[config.mk]
export PLATFORM = sky130hd
export DESIGN_NAME = pipe_stage_hs
export DESIGN_NICKNAME = d
export VERILOG_FILES = /design/src/rtl/pipe_stage_hs.sv
export SDC_FILE = /design/constraint.sdc
export NUM_CORES = 1
export LEC_CHECK = 0
export CORE_UTILIZATION = 50
export CTS_CLUSTER_SIZE = 12
export DETAILED_ROUTE_END_ITERATION = 16
export PLACE_DENSITY = 0.79
export SETUP_SLACK_MARGIN = 0.2
export SLEW_MARGIN = 5
export SYNTH_ARGS = -nofsm -noshare
export SYNTH_HDL_FRONTEND = slang
export SYNTH_SLANG_ARGS = --single-unit
export TNS_END_PERCENT = 100
[constraint.sdc]
create_clock -name clk -period 3.6 [get_ports clk]
set_clock_uncertainty 0.15 [all_clocks]
set_input_delay 0.72 -clock clk [delete_from_list [all_inputs] [get_ports clk]]
set_output_delay 0.72 -clock clk [all_outputs]
set_load 0.005 [all_outputs]
[src/rtl/pipe_stage_hs.sv]
// Single pipeline register stage with valid/ready handshaking, optional skid
// entry for a registered in_ready, and a synchronous flush that empties it.
module pipe_stage_hs #(
  parameter int unsigned     DW       = 160,
  parameter logic [DW-1:0]   NOP_DATA = {DW{1'b0}},
  parameter bit              SKID     = 1'b1
) (
  input  logic          clk,
  input  logic          rst,
  input  logic          flush,
  input  logic          in_valid,
  output logic          in_ready,
  input  logic [DW-1:0] in_data,
  output logic          out_valid,
  input  logic          out_ready,
  output logic [DW-1:0] out_data,
  output logic [1:0]    occupancy
);

  // Handshake: a transfer happens on a rising edge where valid and ready are
  // both 1 and flush is 0; valid never depends on ready, data is sampled only
  // on a transfer, and flush cancels every transfer in its cycle.

  typedef enum logic [1:0] {
    OCC_EMPTY = 2'd0,
    OCC_ONE   = 2'd1,
    OCC_FULL  = 2'd2
  } occ_e;

  occ_e          occ_q, occ_d;
  logic [DW-1:0] main_q, main_d;
  logic [DW-1:0] skid_q, skid_d;
  logic          in_fire;
  logic          out_fire;

  assign out_valid = (occ_q != OCC_EMPTY);
  assign out_data  = out_valid ? main_q : NOP_DATA;
  assign occupancy = occ_q;

  assign in_fire  = in_valid  & in_ready  & ~flush;
  assign out_fire = out_valid & out_ready & ~flush;

  always_comb begin
    main_d = main_q;
    skid_d = skid_q;
    occ_d  = occ_q;
    if (flush) begin
      occ_d = OCC_EMPTY;
    end else begin
      case (occ_q)
        OCC_EMPTY: begin
          if (in_fire) begin
            main_d = in_data;
            occ_d  = OCC_ONE;
          end
        end
        OCC_ONE: begin
          case ({in_fire, out_fire})
            2'b11: main_d = in_data;
            2'b10: begin
              // Head stays put; the newcomer parks behind it.
              skid_d = in_data;
              occ_d  = OCC_FULL;
            end
            2'b01: occ_d = OCC_EMPTY;
            default: ;
          endcase
        end
        OCC_FULL: begin
          if (out_fire) begin
            main_d = skid_q;
            occ_d  = OCC_ONE;
          end
        end
        default: occ_d = OCC_EMPTY;
      endcase
    end
  end

  always_ff @(posedge clk or negedge rst) begin
    if (!rst) begin
      occ_q  <= OCC_EMPTY;
      main_q <= NOP_DATA;
      skid_q <= NOP_DATA;
    end else begin
      occ_q  <= occ_d;
      main_q <= main_d;
      skid_q <= skid_d;
    end
  end

  generate
    if (SKID) begin : g_skid
      logic in_ready_q, in_ready_d;

      // Ready is a pure flop so upstream never sees a path from out_ready.
      assign in_ready_d = (occ_d != OCC_FULL);
      assign in_ready   = in_ready_q;

      always_ff @(posedge clk or negedge rst) begin
        if (!rst) in_ready_q <= 1'b1;
        else      in_ready_q <= in_ready_d;
      end

      a_no_in_when_full: assert property (@(posedge clk) disable iff (!rst)
        (occ_q == OCC_FULL) |-> !in_fire);
    end else begin : g_noskid
      assign in_ready = (occ_q == OCC_EMPTY) | out_ready;

      a_never_full: assert property (@(posedge clk) disable iff (!rst)
        occ_q != OCC_FULL);
    end
  endgenerate

  a_occ_legal: assert property (@(posedge clk) disable iff (!rst)
    occ_q != 2'd3);

endmodule

Word level (Yosys, flattened, before mapping)
Index checks and enable logic that the tools add are counted.
Widths: inputs -> output; s select.
{"block": "totals", "input_bits": 165, "wordCells": 33, "regBits": 323, "out_inout_bits": 164}
{"block": "classes", "mux": 10, "reduce_logical": 5, "bitwise_logic": 5, "eq_ne": 9}
{"op": "$mux 160", "count": 4}
{"op": "$pmux 160 s3", "count": 1}
{"op": "$eq 2x2->1 const B", "count": 3}
{"op": "$mux 2", "count": 3}
{"op": "$ne 2x2->1 const B", "count": 3}
{"op": "$pmux 2 s3", "count": 1}
{"op": "$reduce_and 5->1", "count": 1}
{"op": "$and 1x1->1", "count": 4}
{"op": "$eq 2x1->1 const B", "count": 2}
{"op": "$pmux 2 s2", "count": 1}
{"op": "$reduce_and 3->1", "count": 1}
{"op": "$reduce_bool 3->1", "count": 1}
{"op": "$logic_not 2->1", "count": 1}
{"op": "$ne 2x1->1 const B", "count": 1}
{"op": "$reduce_bool 2->1", "count": 1}
{"op": "$not 1->1", "count": 1}

Depth between registers and ports, before layout
{"block": "logic_depth", "ltp_word": 8, "ltp_mapped": 12, "depth_no_buf": 7}

Worst setup path after synthesis
No wires, ideal clock.
{"block": "synth_timing", "path_kind": "reg-to-reg", "from": "register occ_q[1] (netlist: occupancy[1])", "to": "register main_q[104]", "t_required_ns": 3.325, "setup_slack_ns": 0.701, "arrival_time_ns": 2.624, "synth_period_minus_slack_ns": 2.899, "path_stages_with_launch": 13, "setup_time_ns": 0.125, "n_path_buf": 5, "cell_sequence": "dfrtp_1 -> buf_2 -> or2_2 -> clkbuf_1 -> clkbuf_1 -> nand3b_1 -> inv_1 -> ha_1 -> nor2b_1 -> a2111oi_4 -> buf_4 -> buf_2 -> mux2_2"}
{"block": "synth_between", "elab_chain_len": 6, "elab_cells_between_ends": 13, "cone_classes": "eq/ne (6); mux (1); bitwise (2); reduce/logical (4)"}
{"element": "start: declaration", "line": "30", "source": "occ_e occ_q, occ_d;"}
{"element": "start signal: assignment", "line": "82", "source": "occ_q <= OCC_EMPTY;"}
{"element": "start signal: assignment", "line": "86", "source": "occ_q <= occ_d;"}
{"element": "$reduce_bool 2->1", "line": "36", "source": "assign out_valid = (occ_q != OCC_EMPTY);"}
{"element": "$and 1x1->1 (2 in a row)", "line": "41", "source": "assign out_fire = out_valid & out_ready & ~flush;"}
{"element": "$eq 2x2->1", "line": "58", "source": "case ({in_fire, out_fire})"}
{"element": "$ne 2x1->1 (no source line)"}
{"element": "$reduce_and 5->1 (no source line)"}
{"element": "end signal: assignment", "line": "87", "source": "main_q <= main_d;"}
{"element": "end: declaration", "line": "31", "source": "logic [DW-1:0] main_q, main_d;"}
Several ways; a longest one is shown, not always the timed one.
A chain may end at the register's enable or synchronous reset.

Final worst setup path
{"block": "layout_timing", "from": "register occ_q[1] (netlist: occupancy[1])", "to": "output out_data[146]"}
{"block": "layout_between", "elab_chain_len": 2}
{"element": "$reduce_bool 2->1", "line": "36"}
{"element": "$mux 160", "line": "37", "source": "assign out_data = out_valid ? main_q : NOP_DATA;"}
{"element": "end: declaration", "line": "16", "source": "output logic [DW-1:0] out_data,"}
No other way between the ends.

==> impl_metrics.json <==
{
  "dr.pass1.iters": 4,
  "reg2reg_slack_ps": 790,
  "slowest_delay_ps": 550,
  "hold_viol": 0,
  "rows": 63,
  "crit_slowest_cell": "clkdlybuf4s50_1",
  "grt_max_degree": 89,
  "vias": 9400,
  "regArea_mm2": 0.00809,
  "first_iter_violations": 368,
  "grt_pass1_vias": 10100,
  "tns_ps": 0,
  "syn_avg_cell_area_um2": 14.2,
  "endpoint_kind": "output port",
  "fin_crit_sh_pct": 90.9,
  "dp_worst_setup_slack_ps": 414,
  "vias_per_cell": 5.23,
  "io_pins": 329,
  "power-per-cell-area_mw_per_mm2": 515,
  "cts_max_level": 2,
  "final_area_mm2": 0.0200,
  "synth-compound-area-share_pct": 0.425,
  "p_int_w": 0.00787,
  "worst_pin_slew_ps": 635,
  "cts_buffer_depth": 3,
  "clock_latency_ps": 500,
  "clkPwrFrac_pct": 34.4,
  "final_common_cell": "mux2_2",
  "slew-limit-headroom_pct": 57.7,
  "setup_viol_count_final": 0,
  "core_area_mm2": 0.0296,
  "slew_viol_final": 0,
  "cp.arrival_ps": 2400,
  "reg2reg_to": "main_q[97]",
  "status": "completed",
  "post_cts_buffers": 0,
  "syn_nets": 1224,
  "clk_transition_reported_paths_ps": 60,
  "nets": 1544,
  "min_period_ps": 3270,
  "die-area_mm2": 0.0307,
  "cts_hold_buf": 0,
  "hold_path.class": "in -> async",
  "drc": 0,
  "synth_seq_area_share_pct": 53.9,
  "drtAntennaViolNets": 0,
  "synth_top_family_by_area": "multiplexers",
  "syn2layout_area_growth_pct": 33.3,
  "multi_input_area_mm2": 0.00659,
  "p_comb_share_pct": 17.8,
  "grt_overflow": 0,
  "hold_slack_ps": 43.1,
  "synthAdderAreaFrac_pct": 0.167,
  "ys_types": 25,
  "rr_startpoint": "occupancy[1]",
  "dpl.hpwl_um": 21500,
  "cp_cell_sequence": "or2_4 -> buf_12 -> and2_1 -> clkdlybuf4s50_1",
  "fmax_mhz": 305,
  "worst_slack_ps": 327,
  "ys_warn_count": 0,
  "path_class": "reg -> out",
  "wl_um": 33800,
  "globalplace.congestion": 0.756,
  "die_h_um": 175,
  "track_usage_pct": 22.4,
  "syn_area_mm2": 0.0150,
  "yosys-mux-area-fraction_pct": 36.0,
  "cts_buffers": 36,
  "final_cell_mix": "mux2_2 (452), clkdlybuf4s50_1 (327), dfrtp_1 (320)",
  "path_buf_inv": 2,
  "synthXorXnorAreaFrac_pct": 0,
  "critical_path_required_ps": 2730,
  "grt_pass1_wl_um": 54700,
  "placed_area_mm2": 0.0188,
  "cpLargestDelayFamily": "buffers and inverters",
  "start_kind": "flip-flop",
  "cts_tree": "yes",
  "synthSimpleGateAreaFrac_pct": 7.18,
  "rsz0062_at_grt": "false",
  "swShare_pct": 23.6,
  "die_w_um": 175,
  "wl_per_cell_um": 18.8,
  "cts_sinks": 323,
  "vdd_drop_max_mv": 0.365,
  "crit_fanout": 68,
  "antenna_found_initial": 4,
  "drive_gt1_share_pct": 38.6,
  "cts_root_buf": "clkbuf_16",
  "synthCells": 1057,
  "start_util_pct": 50.7,
  "power.switching_w": 0.00243,
  "p_seq_share_pct": 47.8,
  "utilization_pct": 67.6,
  "drv_cap": 0,
  "p_leak_nw": 8.32,
  "io_buffers": 328,
  "fillers": 2152,
  "ys_seq_elements": 323,
  "rr_worst_depth": 9
}
==> state kept, by name, summed over array words and instances (netlist names) <==
| register | cells |
|---|---|
| main_q | 160 |
| skid_q | 160 |
| occupancy | 2 |
| in_ready | 1 |
==> cell families (layout without fill, tap and decap cells) <==
| family | after synthesis | in the layout |
|---|---|---|
| AO/OA/AOI/OAI | 6 | 6 |
| other | 0 | 3 |
| adder cells (fa/ha/maj) | 2 | 2 |
| multiplexers | 480 | 480 |
| flip-flops | 323 | 323 |
| buffers and inverters | 73 | 419 |
| AND/OR/NAND/NOR | 173 | 174 |
==> stage by stage <==
stage,std cells,total power [W]
2_1_floorplan,1057,0.00595
3_3_place_gp,1728,0.00670
3_5_place_dp,1728,0.00682
4_1_cts,1794,0.0104
5_1_grt,1797,0.0108
6_report,1797,0.0103
==> how the worst max path moves through the flow <==
stage / from / end / slack [ps] / cells past startpoint
after detailed placement: in_valid / main_q[43] / 410 / 9
after CTS: occupancy[1] / out_data[18] / 270 / 4
final: occupancy[1] / out_data[146] / 330 / 4
after global routing: occupancy[1] / out_data[118] / 210 / 4
after floorplan: occupancy[1] / main_q[104] / 700 / 12
after global placement: in_valid / main_q[46] / 460 / 9
==> area by class of cell <==
cell class	instances	area share (%)
diodes	3	0.0375
clock buffers	57	5.56
clock inverters	8	0.238
inverters	1	0.0188
multi-input cells	662	33.0
flip-flops and latches	323	40.4
well taps	390	2.44
repair buffers	353	18.3
==> worst register-to-register path, cell delays in order, from the launching register on <==
cell       delay, ps
dfrtp_2          540
or2_2            330
nand3b_1         140
inv_1             80
ha_1             130
nor2b_1           60
a2111oi_4        350
buf_4            290
buf_12           230
mux2_2           380
==> power groups by stage <==
stage	Sequential, W	Combinational, W	Clock [W]
after floorplan	0.00483	0.00112	0
after global placement	0.00492	0.00178	0
after detailed placement	0.00498	0.00185	0
after CTS	0.00492	0.00187	0.00363
after global routing	0.00504	0.00200	0.00380
final	0.00492	0.00183	0.00355
==> metal layers <==
layer  vias to the layer above  part of all wire (%)  GRT usage [%]  routed length, µm
met2                       241                    48           36.7              16000
li1                       4343                     -              -                  -
met1                      4748                    42           28.3              14300
met5                         -                     0              0                  0
met3                        68                   6.7           6.05               2280
met4                         0                   3.3           8.26               1110
==> Yosys cell counts <==
cell type / n / area share, %
mux2_2: 452 / 34
o32ai_1: 1 / 0.058
nand2_1: 3 / 0.075
nand2b_1: 3 / 0.13
dfrtp_1: 322 / 54
inv_1: 1 / 0.025
nor2_1: 1 / 0.025
nand3b_1: 1 / 0.050
clkbuf_4: 1 / 0.050
buf_1: 4 / 0.10
and2_1: 160 / 6.7
nor2b_1: 3 / 0.13
buf_2: 32 / 1.1
clkbuf_1: 28 / 0.70
a211oi_1: 1 / 0.050
a21oi_1: 1 / 0.033
or2_2: 1 / 0.042
mux2_1: 28 / 2.1
buf_4: 7 / 0.35
o21a_1: 1 / 0.050
dfstp_2: 1 / 0.18
o31ai_1: 1 / 0.050
nor3_2: 1 / 0.067
ha_1: 2 / 0.17
a2111oi_4: 1 / 0.18
==> what timing repair did <==
action / 4_1_cts / 5_1_grt
gates cloned: 1 / 0
setup endpoints to repair: 82 / 1
gates resized for setup: 2 / 1
pin swaps: 1 / 0
No activity file was read; power rests on OpenSTA's default activity.
